File: src/rtl/tick_div_bank_if.sv
`default_nettype none
// ============================================================================
// Module      : tick_div_bank_if
// Description : Control/status bundle for tick_div_bank. It carries the global
//               run enable, the divisor load handshake (load, load_ch, div_in,
//               oneshot_in, load_ack), the per-channel one-shot triggers
//               (start) and the per-channel outputs (tick, busy).
//               Optional: TICK_DIV_SYNC_EN adds the 'sync' phase-align strobe.
//               master : drives the controls, observes the outputs
//               slave  : the tick bank itself
// Revision    : 1.0 - initial release
// ============================================================================
interface tick_div_bank_if #(
    parameter int WIDTH = 16,
    parameter int NCH   = 4
);
    localparam int CHW = (NCH > 1) ? $clog2(NCH) : 1;

    logic             en;
    logic             load;
    logic [CHW-1:0]   load_ch;
    logic [WIDTH-1:0] div_in;
    logic             oneshot_in;
    logic             load_ack;
    logic [NCH-1:0]   start;
    logic [NCH-1:0]   tick;
    logic [NCH-1:0]   busy;
`ifdef TICK_DIV_SYNC_EN
    logic             sync;

    modport master (
        output en, load, load_ch, div_in, oneshot_in, start, sync,
        input  load_ack, tick, busy
    );
    modport slave (
        input  en, load, load_ch, div_in, oneshot_in, start, sync,
        output load_ack, tick, busy
    );
`else
    modport master (
        output en, load, load_ch, div_in, oneshot_in, start,
        input  load_ack, tick, busy
    );
    modport slave (
        input  en, load, load_ch, div_in, oneshot_in, start,
        output load_ack, tick, busy
    );
`endif
endinterface
`default_nettype wire

File: src/rtl/tick_div_bank.sv
`default_nettype none
// ============================================================================
// Module      : tick_div_bank
// Description : NCH independent divide-by-D enable-tick channels with
//               WIDTH-bit divisors. Each channel runs continuously or as a
//               one-shot, and its divisor is reloaded through a load
//               handshake. A divisor change on a running channel is held in a
//               shadow register and only takes effect at the channel's next
//               tick, so no short or doubled period is ever produced.
//               Optional: define TICK_DIV_SYNC_EN to add bus.sync, which
//               re-phases every running continuous channel.
// Ports       : clk   - system clock, rising edge
//               rst_n - asynchronous active-low reset
//               bus   - tick_div_bank_if.slave (en, load, load_ch, div_in,
//                       oneshot_in, load_ack, start, tick, busy[, sync])
// Revision    : 1.0 - initial release
// ============================================================================
module tick_div_bank #(
    parameter int WIDTH = 16,
    parameter int NCH   = 4
) (
    input  wire logic        clk,
    input  wire logic        rst_n,
    tick_div_bank_if.slave   bus
);
    localparam int CHW = (NCH > 1) ? $clog2(NCH) : 1;
    // Channel count widened by one bit so out-of-range selects are visible.
    localparam logic [CHW:0] c_nch = (CHW+1)'(NCH);

    logic w_load_ok;
    logic r_load_ack;

    assign w_load_ok    = bus.load && ({1'b0, bus.load_ch} < c_nch);
    assign bus.load_ack = r_load_ack;

    always_ff @(posedge clk or negedge rst_n) begin
        if (!rst_n) begin
            r_load_ack <= 1'b0;
        end else begin
            r_load_ack <= w_load_ok;
        end
    end

    for (genvar i = 0; i < NCH; i++) begin : g_ch
        logic [WIDTH-1:0] r_cnt;
        logic [WIDTH-1:0] r_div;
        logic [WIDTH-1:0] r_shd;
        logic             r_pend;
        logic             r_mode;
        logic             r_shm;
        logic             r_run;
        logic             r_tick;

        logic             w_sel;
        logic [WIDTH-1:0] w_dm1;
        logic             w_cnt_en;
        logic             w_wrap;
        logic             w_idle;
        logic             w_sync_hit;
        logic             w_take_new;
        logic             w_take_shd;
        logic [WIDTH-1:0] w_d_nxt;
        logic             w_m_nxt;
        logic             w_start_hit;

        assign w_sel    = w_load_ok && (bus.load_ch == CHW'(i));
        // Only consumed when r_div != 0, so the wrap at D = 0 is harmless.
        assign w_dm1    = r_div - WIDTH'(1);
        assign w_cnt_en = bus.en && (r_div != '0) && (!r_mode || r_run);
        assign w_wrap   = w_cnt_en && (r_cnt == w_dm1);
        assign w_idle   = (r_div == '0) || (r_mode && !r_run);

`ifdef TICK_DIV_SYNC_EN
        assign w_sync_hit = bus.sync && bus.en && !r_mode && (r_div != '0);
`else
        assign w_sync_hit = 1'b0;
`endif

        // A load lands directly when the channel is idle, or when it coincides
        // with a tick so that the tick completes and the new divisor governs
        // the very next period. Otherwise it waits in the shadow registers.
        assign w_take_new = w_sel && (w_idle || w_wrap);
        assign w_take_shd = !w_sel && r_pend && (w_wrap || w_sync_hit);

        // Divisor/mode after this edge: START is evaluated against these so
        // a coincident LOAD is applied first.
        always_comb begin
            w_d_nxt = r_div;
            w_m_nxt = r_mode;
            if (w_take_new) begin
                w_d_nxt = bus.div_in;
                w_m_nxt = bus.oneshot_in;
            end else if (w_take_shd) begin
                w_d_nxt = r_shd;
                w_m_nxt = r_shm;
            end
        end

        assign w_start_hit = bus.start[i] && bus.en && w_m_nxt && (w_d_nxt != '0);

        always_ff @(posedge clk or negedge rst_n) begin
            if (!rst_n) begin
                r_cnt  <= '0;
                r_div  <= '0;
                r_shd  <= '0;
                r_pend <= 1'b0;
                r_mode <= 1'b0;
                r_shm  <= 1'b0;
                r_run  <= 1'b0;
                r_tick <= 1'b0;
            end else begin
                r_tick <= w_wrap;

                r_div  <= w_d_nxt;
                r_mode <= w_m_nxt;

                if (w_sel && !w_take_new) begin
                    r_shd  <= bus.div_in;
                    r_shm  <= bus.oneshot_in;
                    r_pend <= 1'b1;
                end else if (w_take_new || w_take_shd) begin
                    r_pend <= 1'b0;
                end

                if (w_take_new || w_start_hit || w_sync_hit || w_wrap) begin
                    r_cnt <= '0;
                end else if (w_cnt_en) begin
                    r_cnt <= r_cnt + WIDTH'(1);
                end

                if (w_start_hit) begin
                    r_run <= 1'b1;
                end else if (w_take_new || (w_wrap && r_mode)) begin
                    r_run <= 1'b0;
                end
            end
        end

        assign bus.tick[i] = r_tick;
        assign bus.busy[i] = (r_div != '0) && (!r_mode || r_run);
    end : g_ch

endmodule
`default_nettype wire

File: src/flat_wrapper.sv
// flat-port wrapper written by rule: the top's interface ports become plain ports
module tick_div_bank_flat 
#(
    parameter int WIDTH = 16,
    parameter int NCH   = 4
)
  (clk, rst_n, bus_en, bus_load, bus_load_ch, bus_div_in, bus_oneshot_in, bus_start, bus_load_ack, bus_tick, bus_busy);
  tick_div_bank_if #(.WIDTH(WIDTH), .NCH(NCH)) bus_i ();
  input  wire logic clk;
  input  wire logic rst_n;
  input wire logic [$bits(bus_i.en)-1:0] bus_en;
  input wire logic [$bits(bus_i.load)-1:0] bus_load;
  input wire logic [$bits(bus_i.load_ch)-1:0] bus_load_ch;
  input wire logic [$bits(bus_i.div_in)-1:0] bus_div_in;
  input wire logic [$bits(bus_i.oneshot_in)-1:0] bus_oneshot_in;
  input wire logic [$bits(bus_i.start)-1:0] bus_start;
  output wire logic [$bits(bus_i.load_ack)-1:0] bus_load_ack;
  output wire logic [$bits(bus_i.tick)-1:0] bus_tick;
  output wire logic [$bits(bus_i.busy)-1:0] bus_busy;
  assign bus_i.en = bus_en;
  assign bus_i.load = bus_load;
  assign bus_i.load_ch = bus_load_ch;
  assign bus_i.div_in = bus_div_in;
  assign bus_i.oneshot_in = bus_oneshot_in;
  assign bus_i.start = bus_start;
  assign bus_load_ack = bus_i.load_ack;
  assign bus_tick = bus_i.tick;
  assign bus_busy = bus_i.busy;
  tick_div_bank #(.WIDTH(WIDTH), .NCH(NCH)) u_core (.clk(clk), .rst_n(rst_n), .bus(bus_i));
endmodule
File: config.mk
export PLATFORM = sky130hd
export DESIGN_NAME = tick_div_bank_flat
export DESIGN_NICKNAME = d
export VERILOG_FILES = /design/src/rtl/tick_div_bank_if.sv /design/src/rtl/tick_div_bank.sv /design/src/flat_wrapper.sv
export SDC_FILE = /design/constraint.sdc
export NUM_CORES = 1
export LEC_CHECK = 0
export CORE_MARGIN = 8
export CORE_UTILIZATION = 25
export CTS_CLUSTER_SIZE = 30
export DETAILED_ROUTE_END_ITERATION = 6
export SYNTH_ARGS = -nofsm -noshare
export SYNTH_HDL_FRONTEND = slang
export SYNTH_SLANG_ARGS = --single-unit
File: constraint.sdc
create_clock -name clk -period 4.01 [get_ports clk]
set_input_delay 0.401 -clock clk [delete_from_list [all_inputs] [get_ports clk]]
set_output_delay 0.401 -clock clk [all_outputs]
set_load 0.1 [all_outputs]
==> flow_summary_export.csv, run 1 <==
group,metric,value,unit
sta,relSlewSlack,34.9,%
critical_path,max_stage_delay,550,ps
floorplan,floorplan.die_area,58600,sq um
synthesis,number_of_distinct_library_cells_after_synthesis,77,
sta,worst_slew_pin_slew,973,ps
synthesis,synth-seq-area-share,41.7,%
synthesis,synthMostInstantiatedCell,"dfrtp_1",
sta,timing.final.crit_share,95.4,%
floorplan,die_x,242,um
pwr,power.ir.vdd_worst,276,uV
detailed_routing,detailroute.via_count,10445,
synthesis,asyncSetResetFlopFracSynth,100,%
placed_design,finalWeightedCongestion,0.865,
critical_path,cp_cell_sequence,"buf_4, or4_4, or3_1, o221a_1, or4_4, nor4_4, o21ai_4, o221a_1, nor4_4, a31oi_4, buf_12, nor4_1",
critical_path,setup.worst_path.start,"u_core.g_ch[1].r_div[1]",
detailed_routing,dr.pass1.iters,7,
synthesis,synth_enable_flop_cells,0,
placed_design,place_ws,46.5,ps
sta,skew,25.2,ps
clock_tree,cts_root_buf,"clkbuf_16",
floorplan,design.core.area,50900,sq um
layout,layout-drive-gt1-share,17.0,%
outcome,outcome,"finished, final reports clean",
critical_path,timing.critical_path.arrival,4240,ps
job,max_cap_viol_count,0,
global_routing,grt.met2_usage,18.4,%
critical_path,required,4420,ps
global_routing,grt_overflow,0,
synthesis,yosys_warnings,0,
critical_path,reg2reg_setup_slack,190,ps
global_routing,global_route_wire_length_before_repair,58.8,mm
placed_design,placement.cell_area,14200,sq um
synthesis,synth-seq-cells,213,
critical_path,worst-path-max-fanout,17,
layout,finalInstanceArea,15100,sq um
detailed_routing,final_antenna_net_count,0,
synthesis,synth_top_cell_by_area,"dfrtp_1",
sta,hold-worst-slack,479,ps
sta,hold_viol_final,0,
clock_tree,clock_tree_buffer_depth,3,
critical_path,critical_path.reg2reg.startpoint,"u_core.g_ch[1].r_div[1]",
global_routing,gr-usage-all-layers,12.0,%
global_routing,global_route.usage.met1,16.3,%
critical_path,endpoint_kind,"register",
placed_design,post-place-cells,2041,
global_routing,grt_start_max_net_pins,99,
critical_path,critPathSlowestCell,"or4_4",
clock_tree,cts-buffers-inserted,25,
clock_tree,htreeDepth,1,
synthesis,syn_inst,1336,
min_path,hold_path.class,"in2async",
floorplan,rows,83,
global_routing,top_usage_layer,"met2",
clock_tree,worst_setup_hold_path_clk_slew,60,ps
pwr,post-layout-total-power,10.0,mW
layout,layout.cells.non_filler,2083,
detailed_routing,avgRoutedWirePerCell,17.2,um
sta,setup_tns,0,ps
synthesis,share_of_yosys_cell_area_claimed_by_the_top_area_cell_type,41.7,%
clock_tree,tritoncts,"yes",
sta,timing.final.max_slew_violations,0,
sta,rsz0062_at_grt,"no",
detailed_routing,viasPerCell,5.01,
global_routing,grtUsageMet3,2.97,%
pwr,power_density,664,nW/um^2
floorplan,die-height,242,um
synthesis,ys_top_cells_by_area,"dfrtp_1 (42%), mux2_2 (5.9%), xor2_1 (5.1%)",
detailed_routing,totalWireLength,35.9,mm
global_routing,first_global_vias,10573,
layout,postLayoutCoreUtil,29.6,%
critical_path,setup.worst_path.start_class,"register",
sta,fmax,0.262,GHz
detailed_routing,number_of_drc_violations_after_detailed_routing_iteration_0,781,
floorplan,floorplan.io_pins,36,
placed_design,detailed_placer_s_ending_hpwl,25.9,mm
clock_tree,cts_post_setup_buffers_inserted,0,
sta,final-setup-viol-count,0,
floorplan,initial_core_util,25.1,%
clock_tree,clock-sinks,213,
synthesis,primary_flip_flop_cell_chosen_by_synthesis_mapping,"dfrtp_1",
pwr,power.static_leakage,6.21,nW
clock_tree,worst_skew_pair_later_pin_latency,540,ps
layout,layout.nets,1428,
detailed_routing,remaining_drc_errors,0,
sta,timing.final.crit_period,3820,ps
global_routing,grt_antenna_before_repair,6,
synthesis,synth.net_count,1375,
synthesis,synth.avg_cell_area,9.56,sq um
synthesis,mappedNetlistArea,12800,sq um
layout,area_delta_synth_final,18.1,%
sta,fin_ws,186,ps
placed_design,port_buffers,35,
critical_path,critical_path_class,"reg2reg",
synthesis,synth.cells.most_frequent,"dfrtp_1 (213), nand2_1 (122), nor2_1 (107), xor2_1 (75)",
==> flip-flops by register name (all words and copies together) (netlist names) <==
| signal | cells |
|---|---|
| u_core.g_ch.r_run | 4 |
| u_core.bus.load_ack | 1 |
| u_core.g_ch.r_pend | 4 |
| u_core.g_ch.r_shm | 4 |
| u_core.g_ch.r_tick | 4 |
| u_core.g_ch.r_shd | 64 |
| u_core.g_ch.r_mode | 4 |
| u_core.g_ch.r_div | 64 |
| u_core.g_ch.r_cnt | 64 |
==> kinds of logic after synthesis <==
group,synth area share [%]
xor gates and xnor gates,9.82
muxes,10.1
DFF,41.7
adders and majority gates,1.18
AOI/OAI and AO/OA,10.7
and+or+nand+nor,22.8
buffers and inverters,3.62
==> critical path: cells and delay by family (launching register included) <==
kind | cells | cell delay [ps]
and+or+nand+nor | 6 | 2130
AOI/OAI and AO/OA | 4 | 870
DFF | 1 | 370
buffers and inverters | 2 | 340
==> power by group <==
part / switching, mW / internal, mW
combinational: 2.25 / 1.89
sequential: 0.883 / 2.84
clock: 0.908 / 1.25
==> layout make-up <==
class                           count  area, sq um
Fill cell                        5286        35800
Multi-Input combinational cell   1012         7090
Sequential cell                   213         5330
Timing Repair Buffer              107          938
Tap cell                          680          851
Clock buffer                       31          678
Inverter                           30          113
Clock inverter                      9         80.1
Antenna cell                        1         2.50
==> timing repair <==
action / in CTS / in global routing
setup endpoints to repair: 0 / 50
hold endpoints to repair: 95 / 0
gates resized for setup: 0 / 19
hold buffers: 1 / 0
==> metal layers <==
layer	vias up	share of wire, %
met5	-	0.17
met4	10	3.0
met3	74	6.4
met2	295	44
met1	5150	47
li1	4916	-
==> worst paths after layout <==
check / end / depth (start not counted)
hold reg to reg: u_core.g_ch[3].r_run / 1
setup reg to reg: u_core.g_ch[1].r_cnt[0] / 12
hold / removal: u_core.g_ch[3].r_cnt[12] / 2
setup / recovery: u_core.g_ch[1].r_cnt[0] / 12
min in group clk: u_core.g_ch[3].r_run / 1
max in group asynchronous: u_core.g_ch[0].r_div[12] / 3
==> cell usage in the layout, fill, tap and decap left out, types with 10 or more instances in the layout <==
master	netlist	routed
clkdlybuf4s50_1	0	30
nand4_1	23	23
ha_1	12	10
mux2i_1	54	54
buf_4	5	71
mux2_2	67	67
nor4_1	42	38
nand2_1	122	121
a21oi_1	25	25
nand3_1	32	32
and3_1	20	20
clkbuf_16	0	25
and2_1	21	21
nand2b_1	13	13
dfrtp_1	213	210
nor2_1	107	105
nor4_2	13	13
inv_1	29	29
xor2_1	75	75
a211oi_1	14	14
nor3_1	72	72
xnor2_1	63	63
o21ai_0	72	72
(Power assumes the default switching activity.)
==> run 2, diff against run 1 <==
--- a/config.mk
+++ b/config.mk
@@ -5,10 +5,11 @@
 export SDC_FILE = /design/constraint.sdc
 export NUM_CORES = 1
 export LEC_CHECK = 0
-export CORE_MARGIN = 8
+export CORE_MARGIN = 2
 export CORE_UTILIZATION = 25
 export CTS_CLUSTER_SIZE = 30
 export DETAILED_ROUTE_END_ITERATION = 6
 export SYNTH_ARGS = -nofsm -noshare
 export SYNTH_HDL_FRONTEND = slang
 export SYNTH_SLANG_ARGS = --single-unit
+export TNS_END_PERCENT = 1
==> run 2 against run 1 <==
Sequential power barely moved. Largest cell class unchanged. Register-to-register slack worse by 20 ps. Global-route usage up 1.4 points. Critical path type unchanged.
==> flow_summary_export.csv, run 2 (synthesized netlist as in run 1, its figures left out) <==
group,metric,value,unit
layout,layout.nets,1428,
layout,area_delta_synth_final,18.6,%
sta,final-setup-viol-count,0,
clock_tree,htreeDepth,1,
layout,antenna_diode_count,0,
sta,relSlewSlack,30.7,%
placed_design,detailed_placer_s_ending_hpwl,25.5,mm
clock_tree,clock-sinks,213,
pwr,clockPowerShare,22.7,%
layout,largest_registers,"u_core.g_ch.r_cnt: 64 flops, u_core.g_ch.r_div: 64 flops, u_core.g_ch.r_shd: 64 flops",
floorplan,floorplan.io_pins,36,
global_routing,global_route_wire_length_before_repair,58.2,mm
clock_tree,cts_root_buf,"clkbuf_16",
clock_tree,clock_tree_buffer_depth,3,
pwr,internal_power,6.15,mW
pwr,swShare,40.0,%
floorplan,die_x,230,um
sta,timing.final.crit_share,96.0,%
detailed_routing,remaining_drc_errors,0,
floorplan,rows,82,
critical_path,max_stage_delay,550,ps
layout,highest_count_cells_in_the_layout_ignoring_fill_and_taps,"dfrtp_1 (213), nand2_1 (121), nor2_1 (105)",
clock_tree,worst_skew_pair_later_pin_latency,540,ps
critical_path,cp_cell_sequence,"buf_4, or4_4, or3_1, o221a_1, or4_4, nor4_4, o21ai_4, o221a_2, nor4_4, a31oi_4, buf_12, nor4_1",
floorplan,floorplan.die_area,52900,sq um
pwr,power.ir.vdd_worst,396,uV
pwr,post-layout-total-power,10.2,mW
detailed_routing,avgRoutedWirePerCell,17.3,um
job,max_cap_viol_count,0,
critical_path,worst-path-max-fanout,17,
critical_path,setup.worst_path.start_class,"register",
layout,layout-drive-gt1-share,17.1,%
outcome,outcome,"finished, final reports clean",
clock_tree,worst_setup_hold_path_clk_slew,70,ps
detailed_routing,final_antenna_net_count,0,
sta,worst_slew_pin_slew,1040,ps
sta,timing.final.crit_period,3850,ps
critical_path,critical_path_class,"reg2reg",
critical_path,endpoint_kind,"register",
sta,timing.final.max_slew_violations,0,
critical_path,timing.critical_path.arrival,4280,ps
pwr,power_density,677,nW/um^2
detailed_routing,detailroute.via_count,10393,
sta,rsz0062_at_grt,"yes",
placed_design,finalWeightedCongestion,0.900,
min_path,hold_path.class,"in2async",
pwr,comb_power_share,41.1,%
sta,fmax,0.260,GHz
global_routing,grt_antenna_before_repair,5,
sta,skew,26.3,ps
clock_tree,tritoncts,"yes",
detailed_routing,viasPerCell,5.00,
pwr,p_sw,4.10,mW
sta,fin_ws,161,ps
floorplan,design.core.area,50300,sq um
pwr,seqPwrFrac,36.2,%
placed_design,port_buffers,35,
critical_path,required,4440,ps
floorplan,initial_core_util,25.4,%
critical_path,critPathSlowestCell,"or4_4",
placed_design,place_ws,-118,ps
detailed_routing,number_of_drc_violations_after_detailed_routing_iteration_0,663,
clock_tree,cts-buffers-inserted,24,
detailed_routing,dr.pass1.iters,5,
detailed_routing,totalWireLength,35.9,mm
global_routing,gr-usage-all-layers,13.4,%
global_routing,first_global_vias,10434,
global_routing,grt_overflow,0,
layout,layout.cells.most_common,"dfrtp_1",
sta,hold_viol_final,0,
global_routing,grt_start_max_net_pins,106,
floorplan,die-height,230,um
pwr,power.static_leakage,6.25,nW
run 2: per-layer routing:
| layer | vias up | GRT usage (%) | share of wire, % |
|---|---|---|---|
| met5 | - | 0 | 0.12 |
| met4 | 6 | 3.61 | 2.2 |
| met3 | 55 | 2.58 | 5.4 |
| met2 | 242 | 21.4 | 46 |
| met1 | 5177 | 18.5 | 46 |
| li1 | 4913 | - | - |
run 2: final cells by class:
cell class | instances | area (sq um)
Fill cell | 5253 | 35100
Multi-Input combinational cell | 1012 | 7100
Sequential cell | 213 | 5330
Timing Repair Buffer | 108 | 950
Tap cell | 672 | 841
Clock buffer | 29 | 639
Clock inverter | 13 | 181
Inverter | 30 | 113
run 2: repair_timing:
item / 4_1_cts / 5_1_grt
resized for setup: 3 / 18
setup endpoints to repair: 33 / 49
pin swaps: 1 / 4
hold buffers: 1 / 0
hold endpoints to repair: 98 / 0
setup buffers: 1 / 1
run 2: worst max-delay path, delay by kind of cell (launching register included):
family                 cells  cell delay [ps]
AOI/OAI and AO/OA          4              880
buffers and inverters      2              340
DFF                        1              390
and+or+nand+nor            6             2120
run 2: path summary, 6_finish.rpt:
check | start | to | slack (ps) | depth (start not counted)
hold / removal | rst_n | u_core.g_ch[3].r_cnt[5] | 470 | 2
setup / recovery | u_core.g_ch[1].r_div[1] | u_core.g_ch[1].r_cnt[0] | 160 | 12
max in group asynchronous | rst_n | u_core.g_ch[2].r_shd[14] | 2550 | 3
setup reg to reg | u_core.g_ch[1].r_div[1] | u_core.g_ch[1].r_cnt[0] | 160 | 12
hold reg to reg | u_core.g_ch[1].r_run | u_core.g_ch[1].r_run | 500 | 1
min in group clk | u_core.g_ch[1].r_run | u_core.g_ch[1].r_run | 500 | 1
run 2: power by group through the flow:
stage          logic (mW)  clock network (mW)  registers [mW]
6_report             4.21                2.33            3.71
5_1_grt              4.65                2.46            3.82
4_1_cts              4.12                2.37            3.69
3_5_place_dp         4.06                   0            3.72
3_3_place_gp         3.95                   0            3.70
2_1_floorplan        3.17                   0            3.35
run 2: stage by stage:
step                instance area (sq um)  setup TNS, ps  util (%)  std cells  hold slack [ps]
finish                              15100              0      30.1       2077              472
global route                        15100          -24.2      30.1       2077              510
CTS                                 15100              0      30.0       2076              494
detailed placement                  14200          -1380      28.2       2032              482
global placement                    14200           -244      28.2       2032              477
floorplan                           12800              0         -       1336              105
==> run 3, diff against run 2 <==
--- a/config.mk
+++ b/config.mk
@@ -5,10 +5,12 @@
 export SDC_FILE = /design/constraint.sdc
 export NUM_CORES = 1
 export LEC_CHECK = 0
+export CORE_ASPECT_RATIO = 1.4
 export CORE_MARGIN = 2
-export CORE_UTILIZATION = 25
+export CORE_UTILIZATION = 62
 export CTS_CLUSTER_SIZE = 30
 export DETAILED_ROUTE_END_ITERATION = 6
+export PLACE_DENSITY = 0.8
 export SYNTH_ARGS = -nofsm -noshare
 export SYNTH_HDL_FRONTEND = slang
 export SYNTH_SLANG_ARGS = --single-unit
==> constraint.sdc (replaced) <==
create_clock -name clk -period 4.93 [get_ports clk]
set_input_delay 0.493 -clock clk [delete_from_list [all_inputs] [get_ports clk]]
set_output_delay 0.493 -clock clk [all_outputs]
set_load 0.1 [all_outputs]
==> run 3 against run 2 <==
Highest routed layer is now met4. Critical endpoint unchanged. Via count is 0.67% lower. First-iteration DRC count is 43% higher. Critical path depth is 2 lower. Combinational power is 25% lower.
==> flow_summary_export.csv, run 3 (synthesized netlist as in run 1, its figures left out) <==
group,metric,value,unit
pwr,power_density,561,nW/um^2
sta,final-setup-viol-count,0,
pwr,power.ir.vdd_worst,402,uV
critical_path,critical_path.reg2reg.startpoint,"u_core.g_ch[1].r_div[3]",
sta,rsz0062_at_grt,"no",
clock_tree,htreeDepth,1,
detailed_routing,avgRoutedWirePerCell,19.9,um
floorplan,floorplan.io_pins,36,
critical_path,crit_family,"simple AND/OR/NAND/NOR gates",
clock_tree,worst_setup_hold_path_clk_slew,60,ps
global_routing,first_global_vias,10342,
layout,postLayoutCoreUtil,69.0,%
detailed_routing,final_antenna_net_count,0,
layout,layout.area.seq,5330,sq um
sta,skew,22.9,ps
global_routing,grt_overflow,0,
clock_tree,worst_skew_pair_later_pin_latency,520,ps
floorplan,rows,62,
placed_design,detailed_placer_s_ending_hpwl,22.7,mm
critical_path,cp_cell_sequence,"nor4_2, nand3_1, or4b_1, o21ai_0, nand4_1, or3_1, o221a_1, nor4_4, a31oi_4, nor4_1",
detailed_routing,detailroute.via_count,10323,
sta,setup_tns,0,ps
placed_design,post-place-cells,1573,
clock_tree,clock-sinks,213,
critical_path,critPathSlowestCell,"or3_1",
layout,layout.cells.non_filler,1613,
floorplan,die-height,174,um
floorplan,die_x,125,um
global_routing,grt_antenna_before_repair,0,
clock_tree,tritoncts,"yes",
sta,timing.final.max_slew_violations,0,
placed_design,place_ws,357,ps
layout,layout.cells.most_common,"dfrtp_1",
layout,multi_input_area,7010,sq um
critical_path,critical_path_class,"reg2reg",
detailed_routing,viasPerCell,6.40,
sta,hold_viol_final,0,
clock_tree,cts_root_buf,"clkbuf_16",
clock_tree,clock_tree_buffer_depth,3,
layout,area_delta_synth_final,10.3,%
sta,timing.final.crit_share,92.9,%
critical_path,setup.worst_path.start_class,"register",
global_routing,global_route_wire_length_before_repair,53.1,mm
layout,highest_count_cells_in_the_layout_ignoring_fill_and_taps,"dfrtp_1 (213), nand2_1 (122), nor2_1 (105)",
critical_path,timing.critical_path.arrival,5000,ps
floorplan,initial_core_util,62.6,%
clock_tree,cts-buffers-inserted,22,
min_path,hold_path.class,"in2async",
detailed_routing,number_of_drc_violations_after_detailed_routing_iteration_0,948,
layout,finalInstanceArea,14100,sq um
sta,fmax,0.218,GHz
layout,layout-drive-gt1-share,13.2,%
detailed_routing,remaining_drc_errors,0,
critical_path,endpoint_kind,"register",
sta,relSlewSlack,35.0,%
floorplan,floorplan.die_area,21800,sq um
pwr,power.static_leakage,5.94,nW
layout,largest_registers,"u_core.g_ch.r_cnt: 64 flops, u_core.g_ch.r_div: 64 flops, u_core.g_ch.r_shd: 64 flops",
critical_path,max_stage_delay,670,ps
sta,fin_ws,350,ps
clock_tree,cts-hold-fix-buffers,0,
layout,fillCellCount,1582,
job,max_cap_viol_count,0,
outcome,outcome,"finished, final reports clean",
layout,layout.nets,1380,
critical_path,worstPathBufferInverterCount,0,
global_routing,gr-usage-all-layers,29.6,%
layout,antenna_diode_count,0,
placed_design,placement.cell_area,13300,sq um
global_routing,grt_start_max_net_pins,125,
floorplan,design.core.area,20400,sq um
sta,worst_slew_pin_slew,971,ps
sta,timing.final.crit_period,4580,ps
critical_path,worst-path-max-fanout,17,
critical_path,setup.worst_path.start,"u_core.g_ch[1].r_div[3]",
placed_design,port_buffers,35,
detailed_routing,totalWireLength,32.1,mm
critical_path,required,5350,ps
placed_design,finalWeightedCongestion,0.937,
detailed_routing,dr.pass1.iters,7,
[run 3: cell types whose count changed in the layout (fill, tap and decap cells not counted), sizes merged]
cell,previous run,this run
clkdlybuf4s50,30,34
clkbuf,29,25
bufinv,4,2
clkinvlp,2,5
dlygate4sd3,1,0
buf,77,28
inv,30,31
[run 3: per-stage QoR]
stage | total power, mW | hold WS (ps)
after CTS | 7.88 | 114
final | 7.90 | 56.1
after floorplan | 5.30 | 197
after global placement | 6.00 | 476
after detailed placement | 6.12 | 482
after global routing | 8.39 | 161
[run 3: metal layers]
layer  vias to the layer above  track usage (%)  share of wire (%)
met1                      5083             38.0                 41
li1                       4825                -                  -
met5                         -                0                  0
met2                       327             51.0                 50
met4                         0             12.4                4.1
met3                        88             3.24                4.8
[run 3: worst paths after layout]
path	end	slack (ps)	cells past startpoint
max in group asynchronous	u_core.g_ch[3].r_pend	3680	2
hold / removal	u_core.g_ch[2].r_cnt[9]	60	1
min in group clk	u_core.g_ch[2].r_shd[6]	500	2
setup reg to reg	u_core.g_ch[1].r_cnt[0]	350	10
hold reg to reg	u_core.g_ch[2].r_shd[6]	500	2
setup / recovery	u_core.g_ch[1].r_cnt[0]	350	10
[run 3: worst register-to-register path, cell delays in order, from the launching register on]
cell and delay [ps]:
dfrtp_1 520, nor4_2 560, nand3_1 190, or4b_1 510, o21ai_0 150, nand4_1 520
or3_1 670, o221a_1 330, nor4_4 370, a31oi_4 320, nor4_1 340
[run 3: layout make-up]
cell class	count	area share [%]
timing repair buffer	62	3.96
inverter	30	0.800
multi-input combinational	1012	49.7
clock inverter	15	1.16
sequential	213	37.8
clock buffer	25	4.21
tap	256	2.27
[run 3: repair_timing]
| action | CTS | global route |
|---|---|---|
| buffers inserted | 0 | 0 |
| gates resized for setup | 0 | 3 |
| endpoints found under the hold margin | 0 | 0 |
| endpoints found under the setup margin | 0 | 34 |
[run 3: power breakdown]
group | internal [mW] | switching, mW
clock | 0.986 | 0.743
combinational | 1.40 | 1.76
sequential | 2.30 | 0.720
